**config.mk**
```make
export PLATFORM = sky130hd
export DESIGN_NAME = demux8_rr_scheduler_flat
export DESIGN_NICKNAME = d
export VERILOG_FILES = /design/src/rtl/demux8_rr_scheduler_if.sv /design/src/rtl/demux8_rr_scheduler.sv /design/src/flat_wrapper.sv
export SDC_FILE = /design/constraint.sdc
export NUM_CORES = 1
export LEC_CHECK = 0
export ABC_AREA = 1
export CAP_MARGIN = 40
export CORE_ASPECT_RATIO = 1.1
export CORE_MARGIN = 2
export CORE_UTILIZATION = 50
export DETAILED_ROUTE_END_ITERATION = 6
export PLACE_DENSITY = 0.8
export SKIP_CTS_REPAIR_TIMING = 1
export SLEW_MARGIN = 20
export SYNTH_ARGS = -nofsm -noshare
export SYNTH_HDL_FRONTEND = slang
export SYNTH_SLANG_ARGS = --single-unit
```
**constraint.sdc**
```tcl
create_clock -name clk -period 3.85 [get_ports clk]
set_input_delay 0.385 -clock clk [delete_from_list [all_inputs] [get_ports clk]]
set_output_delay 0.385 -clock clk [all_outputs]
set_load 0.005 [all_outputs]
```
**src/rtl/demux8_rr_scheduler_if.sv**
```systemverilog
// Bundle of the producer-side and fabric-side signals of demux8_rr_scheduler.
// slave  : scheduler view (consumes the producer stream, drives the demux select).
// master : environment view (producer plus the 8 sinks).
interface demux8_rr_scheduler_if #(
  parameter int unsigned DW = 8
);
  logic          in_valid;
  logic [DW-1:0] in_data;
  logic          in_ready;
  logic [7:0]    ch_en;
  logic [7:0]    ch_ready;
  logic [2:0]    sel;
  logic [7:0]    out_valid;
  logic [DW-1:0] out_data;
  logic          drop;

  modport slave (
    input  in_valid, in_data, ch_en, ch_ready,
    output in_ready, sel, out_valid, out_data, drop
  );

  modport master (
    output in_valid, in_data, ch_en, ch_ready,
    input  in_ready, sel, out_valid, out_data, drop
  );
endinterface

```
**src/rtl/demux8_rr_scheduler.sv**
```systemverilog
// Round-robin scheduler with a one-entry output stage for a 1-to-8 demux.
// A word accepted from the producer is held on channel sel (one-hot
// out_valid) until that channel's ch_ready; BURST deliveries go to one
// channel before the grant rotates to the next enabled channel.
// Optional build macro DEMUX_TIMEOUT_EN: a held word stalled for TIMEOUT
// cycles is discarded with a one-cycle drop pulse.
module demux8_rr_scheduler #(
  parameter int unsigned DW      = 8,
  parameter int unsigned BURST   = 4,
  parameter int unsigned TIMEOUT = 16
) (
  input  logic                  clk,
  input  logic                  rst,
  demux8_rr_scheduler_if.slave  io
);

  typedef enum logic {IDLE, HOLD} state_t;

  state_t        state_q, state_d;
  logic [2:0]    gnt_q, gnt_d;
  logic [7:0]    bcnt_q, bcnt_d;
  logic [2:0]    sel_q, sel_d;
  logic [DW-1:0] data_q, data_d;

  logic       fire;
  logic       rotate;
  logic       load;
  logic       timeout;
  logic       scan_hit;
  logic [2:0] scan_gnt;
  logic [2:0] scan_idx;
  logic       in_ready;
  logic [7:0] out_valid;
  logic       drop;

  assign fire   = (state_q == HOLD) & io.ch_ready[sel_q];
  assign rotate = (fire & (bcnt_q == 8'(BURST - 1))) | ~io.ch_en[gnt_q] | timeout;
  assign load   = io.in_valid & in_ready;

`ifdef DEMUX_TIMEOUT_EN
  logic [7:0] scnt_q, scnt_d;
  logic       stall;

  assign stall   = (state_q == HOLD) & ~io.ch_ready[sel_q];
  assign timeout = stall & (scnt_q == 8'(TIMEOUT - 1));

  // Stall counter: counts consecutive blocked HOLD cycles of the current word
  always_comb begin
    scnt_d = scnt_q;
    if (load || timeout) begin
      scnt_d = '0;
    end else if (stall) begin
      scnt_d = scnt_q + 8'd1;
    end
  end

  // Stall counter register
  always_ff @(posedge clk or posedge rst) begin
    if (rst) begin
      scnt_q <= '0;
    end else begin
      scnt_q <= scnt_d;
    end
  end
`else
  // No stall supervision in this build; TIMEOUT is referenced only so the
  // parameter list stays identical between builds.
  assign timeout = (TIMEOUT == 0) & 1'b0;
`endif

  // Next grant: scan gnt+1 .. gnt+7 then gnt itself, so a lone enabled
  // channel keeps the grant and an empty mask leaves it unchanged
  always_comb begin
    scan_hit = 1'b0;
    scan_gnt = gnt_q;
    scan_idx = gnt_q;
    for (int unsigned k = 1; k <= 8; k++) begin
      scan_idx = 3'(gnt_q + 3'(k));
      if (!scan_hit && io.ch_en[scan_idx]) begin
        scan_hit = 1'b1;
        scan_gnt = scan_idx;
      end
    end
    gnt_d = rotate ? scan_gnt : gnt_q;
  end

  // Burst counter, held word and select next-state
  always_comb begin
    bcnt_d = bcnt_q;
    if (rotate) begin
      bcnt_d = '0;
    end else if (fire) begin
      bcnt_d = bcnt_q + 8'd1;
    end
    sel_d  = load ? gnt_d : sel_q;
    data_d = load ? io.in_data : data_q;
  end

  // Datapath registers
  always_ff @(posedge clk or posedge rst) begin
    if (rst) begin
      gnt_q  <= '0;
      bcnt_q <= '0;
      sel_q  <= '0;
      data_q <= '0;
    end else begin
      gnt_q  <= gnt_d;
      bcnt_q <= bcnt_d;
      sel_q  <= sel_d;
      data_q <= data_d;
    end
  end

  // FSM state register
  always_ff @(posedge clk or posedge rst) begin
    if (rst) begin
      state_q <= IDLE;
    end else begin
      state_q <= state_d;
    end
  end

  // FSM next state: a load always (re)fills the stage; fire or drop empties it
  always_comb begin
    state_d = state_q;
    case (state_q)
      IDLE: if (load) state_d = HOLD;
      HOLD: begin
        if (timeout) begin
          state_d = IDLE;
        end else if (fire && !load) begin
          state_d = IDLE;
        end
      end
      default: state_d = IDLE;
    endcase
  end

  // FSM outputs: accept only when the stage is empty or draining this cycle
  always_comb begin
    in_ready  = 1'b0;
    out_valid = '0;
    drop      = 1'b0;
    case (state_q)
      IDLE: in_ready = io.ch_en[gnt_d];
      HOLD: begin
        in_ready  = fire & io.ch_en[gnt_d];
        out_valid = 8'd1 << sel_q;
        drop      = timeout;
      end
      default: ;
    endcase
  end

  assign io.in_ready  = in_ready;
  assign io.sel       = sel_q;
  assign io.out_valid = out_valid;
  assign io.out_data  = data_q;
  assign io.drop      = drop;

endmodule

```
**src/flat_wrapper.sv**
```systemverilog
// flat-port wrapper written by rule: the top's interface ports become plain ports
module demux8_rr_scheduler_flat 
#(
  parameter int unsigned DW      = 8,
  parameter int unsigned BURST   = 4,
  parameter int unsigned TIMEOUT = 16
)
  (clk, rst, io_in_valid, io_in_data, io_ch_en, io_ch_ready, io_in_ready, io_sel, io_out_valid, io_out_data, io_drop);
  demux8_rr_scheduler_if #(.DW(DW)) io_i ();
  input  logic clk;
  input  logic rst;
  input wire logic [$bits(io_i.in_valid)-1:0] io_in_valid;
  input wire logic [$bits(io_i.in_data)-1:0] io_in_data;
  input wire logic [$bits(io_i.ch_en)-1:0] io_ch_en;
  input wire logic [$bits(io_i.ch_ready)-1:0] io_ch_ready;
  output wire logic [$bits(io_i.in_ready)-1:0] io_in_ready;
  output wire logic [$bits(io_i.sel)-1:0] io_sel;
  output wire logic [$bits(io_i.out_valid)-1:0] io_out_valid;
  output wire logic [$bits(io_i.out_data)-1:0] io_out_data;
  output wire logic [$bits(io_i.drop)-1:0] io_drop;
  assign io_i.in_valid = io_in_valid;
  assign io_i.in_data = io_in_data;
  assign io_i.ch_en = io_ch_en;
  assign io_i.ch_ready = io_ch_ready;
  assign io_in_ready = io_i.in_ready;
  assign io_sel = io_i.sel;
  assign io_out_valid = io_i.out_valid;
  assign io_out_data = io_i.out_data;
  assign io_drop = io_i.drop;
  demux8_rr_scheduler #(.DW(DW), .BURST(BURST), .TIMEOUT(TIMEOUT)) u_core (.clk(clk), .rst(rst), .io(io_i));
endmodule
```
==> results of run 1 <==
layout make-up:
| class | count | area share [%] |
|---|---|---|
| Timing Repair Buffer | 58 | 21.3 |
| Inverter | 44 | 6.25 |
| Clock inverter | 1 | 0.184 |
| Clock buffer | 3 | 1.52 |
| Sequential cell | 23 | 21.2 |
| Multi-Input combinational cell | 256 | 47.2 |
| Tap cell | 52 | 2.39 |
path summary, 6_finish.rpt:
check	from	to	slack, ns	cells after the start
min in group clk	u_core.bcnt_q[7]	u_core.bcnt_q[7]	0.48	1
worst max register to register	u_core.gnt_q[0]	u_core.io.sel[2]	0.69	20
worst max-delay path	u_core.gnt_q[0]	io_in_ready	0.51	20
max in group asynchronous	rst	u_core.gnt_q[2]	3.10	3
worst min register to register	u_core.bcnt_q[7]	u_core.bcnt_q[7]	0.48	1
worst min-delay path	rst	u_core.io.out_data[4]	0.35	2
cells by family after synthesis:
family / synth area share [%]
DFF: 28.5
AOI/OAI and AO/OA: 7.44
adders and majority gates: 1.86
xor gates and xnor gates: 1.30
other: 0.186
buffers and inverters: 11.0
and+or+nand+nor: 49.7
synth_stat cells, drive strengths merged (2+ instances only):
| cell | count |
|---|---|
| nand3 | 56 |
| nor3 | 2 |
| dfrtp | 23 |
| a22oi | 4 |
| nor2 | 41 |
| xor2 | 2 |
| nand2 | 118 |
| ha | 3 |
| inv | 43 |
| a21oi | 3 |
| o21ai | 12 |
| a21boi | 2 |
| nand4 | 8 |
| buf | 8 |
layer usage:
metal,global-route usage [%],wire (microns),up-vias
met4,9.69,100,0
met2,42.1,2870,102
li1,-,-,1165
met1,32.6,2340,1078
met5,0,0,-
met3,3.50,458,13
through the flow:
step                      cell area (sq um)  hold WS (ns)  util [%]  instances
final                                  2720         0.351      69.2        437
after global routing                   2720         0.393      69.2        437
after CTS                              2600         0.352      66.1        431
after detailed placement               2550         0.458      64.9        427
after global placement                 2520         0.449      64.2        426
after floorplan                        2020         0.387         -        331
flip-flops by register name, indices dropped and copies added (netlist names):
signal	flops
u_core.gnt_q	3
u_core.io.sel	3
u_core.io.out_data	8
u_core.bcnt_q	8
u_core.state_q	1
==> flow_metrics.py, run 1 <==
metrics = {
    "finish": {
        "multi_input_area_sq_um": 1280,
        "drive_above_1_share_pct": 12.7,
        "area_delta_synth_final_pct": 34.9,
        "nNetsFinal": 416,
        "antennaDiodeCount": 0,
        "final_common_cell": "nand2_1",
        "final_cell_mix": "106 x nand2_1, 49 x nand3_1, 45 x clkdlybuf4s50_1",
        "final-seq-area_sq_um": 577,
        "fillerInstances": 343,
    },
    "global_routing": {
        "antenna_found_initial": 0,
        "grt_max_degree": 19,
        "grt_pass1_vias": 2127,
        "grt_overflow_total": 0,
        "grt_use_total_pct": 25.0,
        "grt_pass1_wl_mm": 9.13,
    },
    "worst_setup_path": {
        "worstPathArrival_ns": 2.96,
        "cp_common_cell": "nand2_1",
        "critPathSlowestCell": "dfrtp_1",
        "critical_path_buf_inv_count": 3,
        "startpoint_type": "flip-flop",
        "cp_max_fo": 6,
        "cpLargestDelayFamily": "simple AND/OR/NAND/NOR gates",
        "end_kind": "output port",
        "slowest_delay_ns": 0.44,
        "cp_cell_sequence": "clkinv_4, ha_4, buf_4, nand3_1, nand2_1, nand2_1, nand2_2, nand3_2, nor2_4, nand4_4, nand2_1, nand2_1, nand2_2, nand2_2, nand2_1, nand3_1, nand3_2, nand2_1, nor2_2, dlymetal6s2s_1",
        "critPathKind": "flip-flop to output port",
        "cp.required_ns": 3.46,
    },
    "cts": {
        "clk_latency_ns": 0.28,
        "cts-htree-levels": 1,
        "path_clk_slew_ns": 0.09,
        "numCtsBuffers": 3,
        "tritoncts": "yes",
        "clock_path_buffers": 2,
        "cts_sinks": 23,
        "cts_root_buf": "clkbuf_8",
    },
    "logic_synthesis": {
        "synth_top_cell_by_area": "dfrtp_1",
        "yosysTopAreaCellShare_pct": 28.5,
        "synth.distinct_cells": 32,
        "synth-seq-cells": 23,
        "yosys_warnings": 0,
        "seq_area_frac_synth_pct": 28.5,
        "synth.net_count": 361,
        "synthFlopType": "dfrtp_1",
        "synth-async-reset-ratio_pct": 100,
        "avgSynthCellArea_sq_um": 6.10,
        "syn_inst": 331,
        "synth-edff-count": 0,
        "synth_area_sq_um": 2020,
        "synth_area_leaders": "dfrtp_1 29%, nand2_1 21%, nand3_1 13%",
    },
    "floorplan": {
        "start_util_pct": 51.3,
        "die_w_microns": 64.6,
        "io_pins": 48,
        "die_y_microns": 70.6,
        "fp.coreArea_sq_um": 3930,
        "core.rowCount": 24,
        "fp.dieArea_sq_um": 4560,
    },
    "status": {
        "status": "complete, no violations",
    },
    "timing": {
        "slew_viol_final": 0,
        "fmax_mhz": 299,
        "finalHoldViolations": 0,
        "rsz0062_at_grt": "no",
        "finalCriticalPeriod_ns": 3.34,
        "slew_headroom_pct": 64.6,
        "fin_crit_sh_pct": 86.8,
        "worstMarginPinSlew_ns": 0.530,
        "layout_setup_ws_ns": 0.509,
        "setup_viol": 0,
        "fin_setup_tns_ns": 0,
        "fin_worst_skew_ns": 0.00199,
    },
    "routing": {
        "via_count": 2358,
        "post_drt_wl_per_cell_microns": 13.2,
        "drt_pass1_iterations": 5,
        "wirelength_mm": 5.77,
        "drtIter0Drc": 131,
        "post-route-drc-count": 0,
        "drtAntennaViolNets": 0,
        "vias_per_cell": 5.40,
    },
    "placement": {
        "place_ws_ns": 0.387,
        "routabilityCongestion": 0.951,
        "io_buffers": 46,
        "hpwlAfterDp_mm": 4.36,
    },
    "flow_run": {
        "maxCapViolCount": 0,
    },
    "hold_path": {
        "hold_path.class": "input port to async pin",
    },
}
Power of run 1 is left out: the tool's default activity adds up to more than one toggle a clock period on the data nets, which glitch-free logic cannot reach.
==> run 2: changes to the inputs <==
TNS_END_PERCENT = 1   (was default)
==> results of run 2 <==
Final layout, timing and power as in run 1 (identical DEF).
Power of run 2 is left out for the same reason.
==> run 3: changes to the inputs <==
CTS_CLUSTER_SIZE = 24   (was default)
TNS_END_PERCENT = default   (was 1)
==> results of run 3 <==
Final layout, timing and power as in run 1 (identical DEF).
Power of run 3 is left out for the same reason.
